--- config.mk ---
export PLATFORM = sky130hd
export DESIGN_NAME = rst_seq
export DESIGN_NICKNAME = d
export VERILOG_FILES = /design/src/rtl/rst_seq.sv
export SDC_FILE = /design/constraint.sdc
export NUM_CORES = 1
export LEC_CHECK = 0
export BUFFER_PORTS_ARGS = -buffer_cell sky130_fd_sc_hd__buf_2
export CELL_PAD_IN_SITES_DETAIL_PLACEMENT = 1
export CELL_PAD_IN_SITES_GLOBAL_PLACEMENT = 2
export CORE_UTILIZATION = 38
export DETAILED_ROUTE_END_ITERATION = 8
export PLACE_DENSITY = 0.79
export RECOVER_POWER = 100
export REMOVE_ABC_BUFFERS = 1
export SLEW_MARGIN = 10
export SYNTH_ARGS = -nofsm -noshare
export SYNTH_HDL_FRONTEND = slang
export SYNTH_SLANG_ARGS = --single-unit
--- constraint.sdc ---
create_clock -name sys_clk -period 2.75 [get_ports sys_clk]
set_clock_uncertainty 0.15 [all_clocks]
set_input_delay 0.55 -clock sys_clk [delete_from_list [all_inputs] [get_ports sys_clk]]
set_output_delay 0.55 -clock sys_clk [all_outputs]
set_load 0.02 [all_outputs]
--- src/rtl/rst_seq.sv ---
// Power-on reset sequencer: PLL lock -> system hold -> SDRAM init -> CPU hold -> run.
module rst_seq #(
    parameter int unsigned HOLD_CYCLES     = 1024,
    parameter int unsigned CPU_HOLD_CYCLES = 4096,
    parameter int unsigned INIT_TIMEOUT    = 65536
) (
    input  logic sys_clk,
    input  logic rst_n,
    input  logic pll_locked,
    input  logic sdram_init_done,
    input  logic soft_rst,
    output logic sys_rst,
    output logic sdram_rst,
    output logic cpu_rst_n,
    output logic ready,
    output logic init_err
);

    localparam int unsigned MAX_HC  = (HOLD_CYCLES > CPU_HOLD_CYCLES) ? HOLD_CYCLES : CPU_HOLD_CYCLES;
    localparam int unsigned MAX_CYC = (MAX_HC > INIT_TIMEOUT) ? MAX_HC : INIT_TIMEOUT;
    localparam int unsigned CNT_W   = (MAX_CYC > 1) ? $clog2(MAX_CYC) : 1;

    localparam logic [CNT_W-1:0] HOLD_LAST = CNT_W'(HOLD_CYCLES - 1);
    localparam logic [CNT_W-1:0] CPU_LAST  = CNT_W'(CPU_HOLD_CYCLES - 1);
    localparam logic [CNT_W-1:0] INIT_LAST = CNT_W'(INIT_TIMEOUT - 1);

    typedef enum logic [2:0] {
        WAIT_LOCK  = 3'd0,
        HOLD       = 3'd1,
        SDRAM_INIT = 3'd2,
        CPU_HOLD   = 3'd3,
        RUN        = 3'd4
    } state_t;

    state_t           state;
    state_t           state_nxt;
    logic [CNT_W-1:0] cnt;
    logic [CNT_W-1:0] cnt_nxt;
    logic [1:0]       lock_sync;
    logic             locked_s;
    logic             err_set;

    logic sys_rst_d;
    logic sdram_rst_d;
    logic cpu_rst_n_d;
    logic ready_d;

    assign locked_s = lock_sync[1];

    // Two-flop synchroniser for the asynchronous PLL lock.
    always_ff @(posedge sys_clk or negedge rst_n) begin
        if (!rst_n) begin
            lock_sync <= 2'b00;
        end else begin
            lock_sync <= {lock_sync[0], pll_locked};
        end
    end

    // State and shared counter register.
    always_ff @(posedge sys_clk or negedge rst_n) begin
        if (!rst_n) begin
            state <= WAIT_LOCK;
            cnt   <= '0;
        end else begin
            state <= state_nxt;
            cnt   <= cnt_nxt;
        end
    end

    // Next-state and counter logic; loss of lock overrides everything.
    always_comb begin
        state_nxt = state;
        cnt_nxt   = '0;
        err_set   = 1'b0;
        case (state)
            WAIT_LOCK: begin
                if (locked_s) begin
                    state_nxt = HOLD;
                end
            end
            HOLD: begin
                if (cnt == HOLD_LAST) begin
                    state_nxt = SDRAM_INIT;
                end else begin
                    cnt_nxt = cnt + CNT_W'(1);
                end
            end
            SDRAM_INIT: begin
                if (sdram_init_done) begin
                    state_nxt = CPU_HOLD;
                end else if (cnt == INIT_LAST) begin
                    state_nxt = WAIT_LOCK;
                    err_set   = 1'b1;
                end else begin
                    cnt_nxt = cnt + CNT_W'(1);
                end
            end
            CPU_HOLD: begin
                if (cnt == CPU_LAST) begin
                    state_nxt = RUN;
                end else begin
                    cnt_nxt = cnt + CNT_W'(1);
                end
            end
            RUN: begin
                if (soft_rst) begin
                    state_nxt = CPU_HOLD;
                end
            end
            default: begin
                state_nxt = WAIT_LOCK;
            end
        endcase
        if (!locked_s && (state != WAIT_LOCK)) begin
            state_nxt = WAIT_LOCK;
            cnt_nxt   = '0;
            err_set   = 1'b0;
        end
    end

    // Output decode from the next state so outputs move with the state.
    always_comb begin
        sys_rst_d   = 1'b1;
        sdram_rst_d = 1'b1;
        cpu_rst_n_d = 1'b0;
        ready_d     = 1'b0;
        case (state_nxt)
            SDRAM_INIT, CPU_HOLD: begin
                sys_rst_d   = 1'b0;
                sdram_rst_d = 1'b0;
            end
            RUN: begin
                sys_rst_d   = 1'b0;
                sdram_rst_d = 1'b0;
                cpu_rst_n_d = 1'b1;
                ready_d     = 1'b1;
            end
            default: begin
                sys_rst_d   = 1'b1;
                sdram_rst_d = 1'b1;
            end
        endcase
    end

    // Output registers; init_err is sticky until rst_n.
    always_ff @(posedge sys_clk or negedge rst_n) begin
        if (!rst_n) begin
            sys_rst   <= 1'b1;
            sdram_rst <= 1'b1;
            cpu_rst_n <= 1'b0;
            ready     <= 1'b0;
            init_err  <= 1'b0;
        end else begin
            sys_rst   <= sys_rst_d;
            sdram_rst <= sdram_rst_d;
            cpu_rst_n <= cpu_rst_n_d;
            ready     <= ready_d;
            init_err  <= init_err | err_set;
        end
    end

endmodule

==> flow_metrics.py, run 1 <==
metrics = {
    "outcome": {
        "run_status": "completed",
    },
    "synth": {
        "ys_types": 40,
        "ys.flop_type": "dfrtp_1",
        "syn_inst": 128,
        "async_reset_ff_share_pct": 100.0,
        "seq_area_frac_synth_pct": 46.16,
        "synth-seq-cells": 24,
        "avgSynthCellArea_um2": 10.19,
        "synth.cell_area_um2": 1304,
        "synth_edf_count": 0,
        "synth_warnings": 0,
    },
    "placed_design": {
        "post-place-ws_ns": 0.1029,
        "place.gp.congestion": 0.7959,
        "portBuffers": 9,
        "dp_hpwl_mm": 2.108,
    },
    "timing": {
        "timing.final.ws_setup_ns": 0.4039,
        "setup_tns_ns": 0,
        "setup_viol": 0,
        "slew_headroom_pct": 16.87,
        "post-route-period-util_pct": 85.31,
        "worst_pin_slew_ns": 1.247,
        "fmax_ghz": 0.4262,
        "rsz0062_at_grt": "false",
        "slew_viol_final": 0,
        "fin_crit_ns": 2.346,
        "hold_viol": 0,
        "hold_slack_ns": 0.2000,
    },
    "finish": {
        "final_common_cell": "dfrtp_1",
        "diodes": 0,
        "nNetsFinal": 143,
        "syn2layout_area_growth_pct": 4.607,
        "final_cell_mix": "23 x dfrtp_1, 17 x a21oi_1, 9 x nand2_1",
        "drive_gt1_share_pct": 10.29,
    },
    "clock_tree": {
        "clkLatencyLatePin_ns": 0.31,
        "clk_pin_slew_ns": 0.12,
        "cts_inserted_buffers": 3,
        "post_cts_resized": 0,
        "htreeDepth": 1,
        "cts.root.buffer_cell": "clkbuf_4",
        "cts_setup_buffers": 0,
        "cts_hold_buf": 0,
        "cts_tree": "yes",
        "cts_sinks": 24,
        "clk_path_buf_depth": 2,
    },
    "grt": {
        "grt_pass1_wl_mm": 4.850,
        "grt_pass1_vias": 1024,
        "grt_overflow": 0,
        "grtUsageTotal_pct": 17.94,
        "antenna_found_initial": 0,
        "grt_max_degree": 25,
    },
    "detailed_routing": {
        "firstDrtPassIters": 4,
        "drt-vias-per-instance": 5.622,
        "ant_nets": 0,
        "wl_mm": 2.814,
        "drc": 0,
        "vias": 1012,
        "first_iter_violations": 39,
        "wl_per_cell_um": 15.63,
    },
    "worst_setup_path": {
        "critPathMaxFanout": 16,
        "r2r-end": "cnt[13]",
        "slowest_stage": "or4_1",
        "worstPathRequired_ns": 2.78,
        "reg2reg_slack_ns": 0.40,
        "slowest_delay_ns": 0.60,
        "critPathLaunchType": "register",
        "startpoint": "cnt[12]",
        "crit_path_cell_trace": "or4_1 > nor4_1 > nand3b_4 > a21oi_1",
        "arrival_ns": 2.37,
        "endpoint_kind": "register",
        "r2r-start": "cnt[12]",
        "worst_r2r_path_depth": 4,
        "crit_type": "reg -> reg",
    },
    "floorplan": {
        "rows": 20,
        "die_x_um": 60.58,
        "start_util_pct": 41.35,
        "pin_count": 10,
        "die_area_um2": 3669,
        "coreArea_um2": 3153,
        "die_h_um": 60.58,
    },
    "min_path": {
        "worstHoldPathCells": 1,
        "hold-path-endpoint": "lock_sync[0]",
        "min_path_type": "in -> reg",
        "hp-start": "pll_locked",
    },
    "power_and_ir_drop": {
        "pwr-share-comb_pct": 4.8,
        "seqPwrFrac_pct": 66.4,
        "ir_drop_mv": 0.2198,
        "swShare_pct": 22.51,
        "clkPwrFrac_pct": 28.8,
        "power_density_nw_per_um2": 397.9,
        "switching_power_w": 0.0001222,
        "leakagePower_nw": 0.5423,
        "p_int_w": 0.0004206,
    },
    "run": {
        "cap_violations": 0,
    },
}
## sequential cells by signal, indices dropped and copies added (netlist names)
name / flops
cnt: 16
init_err: 1
lock_sync: 2
ready: 1
sdram_rst: 1
state: 3
## area by class of cell
cell class              instances  area, um^2
fillers                       379        1789
multi-input cells              95       616.8
flip-flops and latches         24       601.8
repair buffers                 12       60.06
well taps                      44       55.05
clock buffers                   4       26.28
inverters                       1       3.754
## metrics by stage
step            power, W  std cells  cell area [um^2]  utilization (%)
2_1_floorplan  0.0003786        120              1241                -
4_1_cts        0.0005576        179              1383            43.85
3_5_place_dp   0.0003942        175              1356            43.02
5_1_grt        0.0005781        180              1364            43.25
3_3_place_gp   0.0003931        175              1356            43.02
6_report       0.0005427        180              1364            43.25
## logic make-up after synthesis
logic type | after synthesis | synth area share [%]
flops | 24 | 46.16
simple gates | 49 | 23.99
fa+ha+maj | 1 | 0.9595
xor+xnor | 14 | 9.405
compound gates | 31 | 14.40
buf+inv | 9 | 5.085
## power groups by stage
stage	clock network [W]	registers [W]	logic, W
2_1_floorplan	0	0.000366	0.0000128
3_3_place_gp	0	0.000367	0.0000264
3_5_place_dp	0	0.000367	0.0000271
4_1_cts	0.000170	0.000361	0.0000272
5_1_grt	0.000187	0.000361	0.0000296
6_report	0.000156	0.000360	0.0000259
## how the worst max path moves through the flow
stage,end,slack (ns),depth (start not counted)
after floorplan,cnt[1],0.55,5
after global placement,cnt[1],0.25,5
after detailed placement,cnt[1],0.10,5
after CTS,cnt[1],0.09,5
after global routing,cnt[13],0.23,4
final,cnt[13],0.40,4
## routing by layer
layer / share of wire (%) / global-route usage [%] / vias up
li1: - / - / 492
met1: 52 / 27.03 / 506
met2: 44 / 25.90 / 12
met3: 3.9 / 3.198 / 2
met4: 0.53 / 5.844 / 0
met5: 0 / 0 / -
## worst max-delay path, delay by kind of cell (launching register included)
| kind | cells | cell delay, ns |
|---|---|---|
| compound gates | 1 | 0.10 |
| flops | 1 | 0.46 |
| simple gates | 3 | 1.51 |
## synthesized netlist by cell type, types with 3 or more instances
master,instances,area share (%)
xor2_1,8,5.4
o21ai_0,3,1.2
xnor2_1,6,4.0
dfrtp_1,23,44
nand3_1,6,2.3
nand4_1,7,3.4
nor2_1,6,1.7
nand2_1,9,2.6
nor3_1,3,1.2
and4_1,3,2.0
buf_2,3,1.2
a21oi_1,17,6.5
nor4_1,3,1.4
Note: power is estimated with default switching activity, not from simulation.
==> run 2, diff against run 1 <==
- CORE_ASPECT_RATIO: not set -> 1.25
==> run 2 against run 1 <==
Register-to-register slack got worse by 0.12 ns. Non-clock buffer count did not move. Flip-flop and latch count did not move. Global-route usage rose by 1.6 points. Count of clock-buffer cells in the layout did not move. Critical path depth did not move. Utilization fell by 1.3 points. Largest power group unchanged. Fmax fell by 5.0%. Final area barely moved. Via count fell by 1.9%. Sequential power barely moved. Highest routed layer unchanged. Hold slack improved by 0.021 ns.
==> flow_metrics.py, run 2 (same netlist as run 1, synthesis figures left out) <==
metrics = {
    "power_and_ir_drop": {
        "ir_drop_mv": 0.2432,
        "leakagePower_nw": 0.5306,
        "power_density_nw_per_um2": 446.6,
    },
    "grt": {
        "antenna_found_initial": 0,
        "grt_max_degree": 25,
        "grtUsageTotal_pct": 19.55,
        "grt_pass1_wl_mm": 5.030,
        "grt_pass1_vias": 1030,
        "grt_overflow": 0,
    },
    "timing": {
        "rsz0062_at_grt": "false",
        "hold_viol": 0,
        "setup_viol": 0,
        "post-route-period-util_pct": 89.83,
        "setup_tns_ns": 0,
        "slew_viol_final": 0,
        "fmax_ghz": 0.4048,
        "worst_pin_slew_ns": 1.302,
        "hold_slack_ns": 0.2210,
        "fin_crit_ns": 2.470,
        "slew_headroom_pct": 13.21,
    },
    "worst_setup_path": {
        "crit_path_cell_trace": "or4_1 > nor4_1 > nand3b_2 > a21oi_1",
        "critPathLaunchType": "register",
        "endpoint_kind": "register",
        "critPathMaxFanout": 16,
        "arrival_ns": 2.45,
        "crit_type": "reg -> reg",
        "slowest_stage": "or4_1",
        "worst-path-buf-inv": 0,
        "critPathTopFamily": "simple AND/OR/NAND/NOR gates",
        "slowest_delay_ns": 0.60,
        "worstPathRequired_ns": 2.73,
    },
    "detailed_routing": {
        "wl_met2_mm": 1.520,
        "first_iter_violations": 11,
        "vias": 993,
        "firstDrtPassIters": 4,
        "routed.top_layer": "met4",
        "drt-vias-per-instance": 5.740,
        "wl_met3_um": 74,
        "ant_nets": 0,
        "wl_per_cell_um": 17.77,
        "wl_met1_mm": 1.424,
        "drc": 0,
        "wl_mm": 3.075,
    },
    "finish": {
        "n_fill_cell": 384,
        "final_cell_mix": "23 x dfrtp_1, 17 x a21oi_1, 9 x nand2_1",
        "drive_gt1_share_pct": 10.29,
        "final_common_cell": "dfrtp_1",
        "largest_register_ffs": 16,
        "nNetsFinal": 143,
        "syn2layout_area_growth_pct": 4.703,
        "top_register": "cnt",
        "reg_top3": "cnt x16, state x3, lock_sync x2",
        "diodes": 0,
    },
    "clock_tree": {
        "htreeDepth": 1,
        "cts_setup_buffers": 0,
        "post_cts_resized": 0,
        "clkLatencyLatePin_ns": 0.28,
        "cts.root.buffer_cell": "clkbuf_8",
        "clk_pin_slew_ns": 0.08,
        "cts_hold_buf": 0,
        "clk_path_buf_depth": 2,
        "cts_sinks": 24,
        "cts_tree": "yes",
        "cts_inserted_buffers": 3,
    },
    "floorplan": {
        "coreArea_um2": 3252,
        "pin_count": 10,
        "die_h_um": 67.49,
        "rows": 23,
        "die_x_um": 54.39,
        "start_util_pct": 40.09,
        "die_area_um2": 3671,
    },
    "placed_design": {
        "dp_hpwl_mm": 2.202,
        "place.gp.congestion": 0.6975,
        "portBuffers": 9,
    },
    "run": {
        "cap_violations": 0,
    },
    "outcome": {
        "run_status": "completed",
    },
    "min_path": {
        "min_path_type": "reg -> reg",
    },
}
run 2: changes by cell type in the layout (fill, tap and decap cells not counted), sizes merged:
cell,change
clkbuf,-1
buf,+1
run 2: routing by layer:
layer | vias to the layer above | global-route usage [%]
li1 | 483 | -
met1 | 492 | 24.13
met2 | 13 | 32.47
met3 | 5 | 3.378
met4 | 0 | 8.654
met5 | - | 0
run 2: path summary, 6_finish.rpt:
path / start / end / slack, ns / depth (start not counted)
max in group asynchronous: rst_n / cnt[5] / 1.29 / 1
hold reg to reg: lock_sync[0] / lock_sync[1] / 0.22 / 0
hold / removal: lock_sync[0] / lock_sync[1] / 0.22 / 0
setup / recovery: cnt[12] / cnt[15] / 0.28 / 4
setup reg to reg: cnt[12] / cnt[15] / 0.28 / 4
min in group asynchronous: rst_n / state[0] / 0.39 / 1
run 2: worst reg2reg max path, cell delays in order, from the launching register on:
cell	delay [ns]
dfrtp_1	0.46
or4_1	0.60
nor4_1	0.56
nand3b_2	0.44
a21oi_1	0.13
run 2: per-stage QoR:
stage / cells / setup WS, ns / area (um^2) / utilization [%] / total power (W)
6_report: 173 / 0.2796 / 1365 / 41.98 / 0.0006096
5_1_grt: 173 / 0.2033 / 1365 / 41.98 / 0.0006360
4_1_cts: 172 / 0.09285 / 1393 / 42.82 / 0.0006167
3_5_place_dp: 168 / 0.09668 / 1348 / 41.44 / 0.0003942
3_3_place_gp: 168 / 0.1335 / 1348 / 41.44 / 0.0003929
2_1_floorplan: 120 / 0.5542 / 1241 / - / 0.0003786
run 2: area by class of cell:
cell class                 count  area [um^2]  share of cell area, %
inverter                       1        3.754                 0.2750
tap                           37        46.29                  3.391
clock buffer                   4        45.04                  3.300
sequential                    24        601.8                  44.09
multi-input combinational     95        608.1                  44.55
timing repair buffer          12        60.06                  4.400
run 2: report_power, final:
part / internal [W] / switching, W
Combinational: 0.00000750 / 0.0000175
Sequential: 0.000356 / 0.00000445
Clock: 0.000104 / 0.000120
Total: 0.000467 / 0.000142
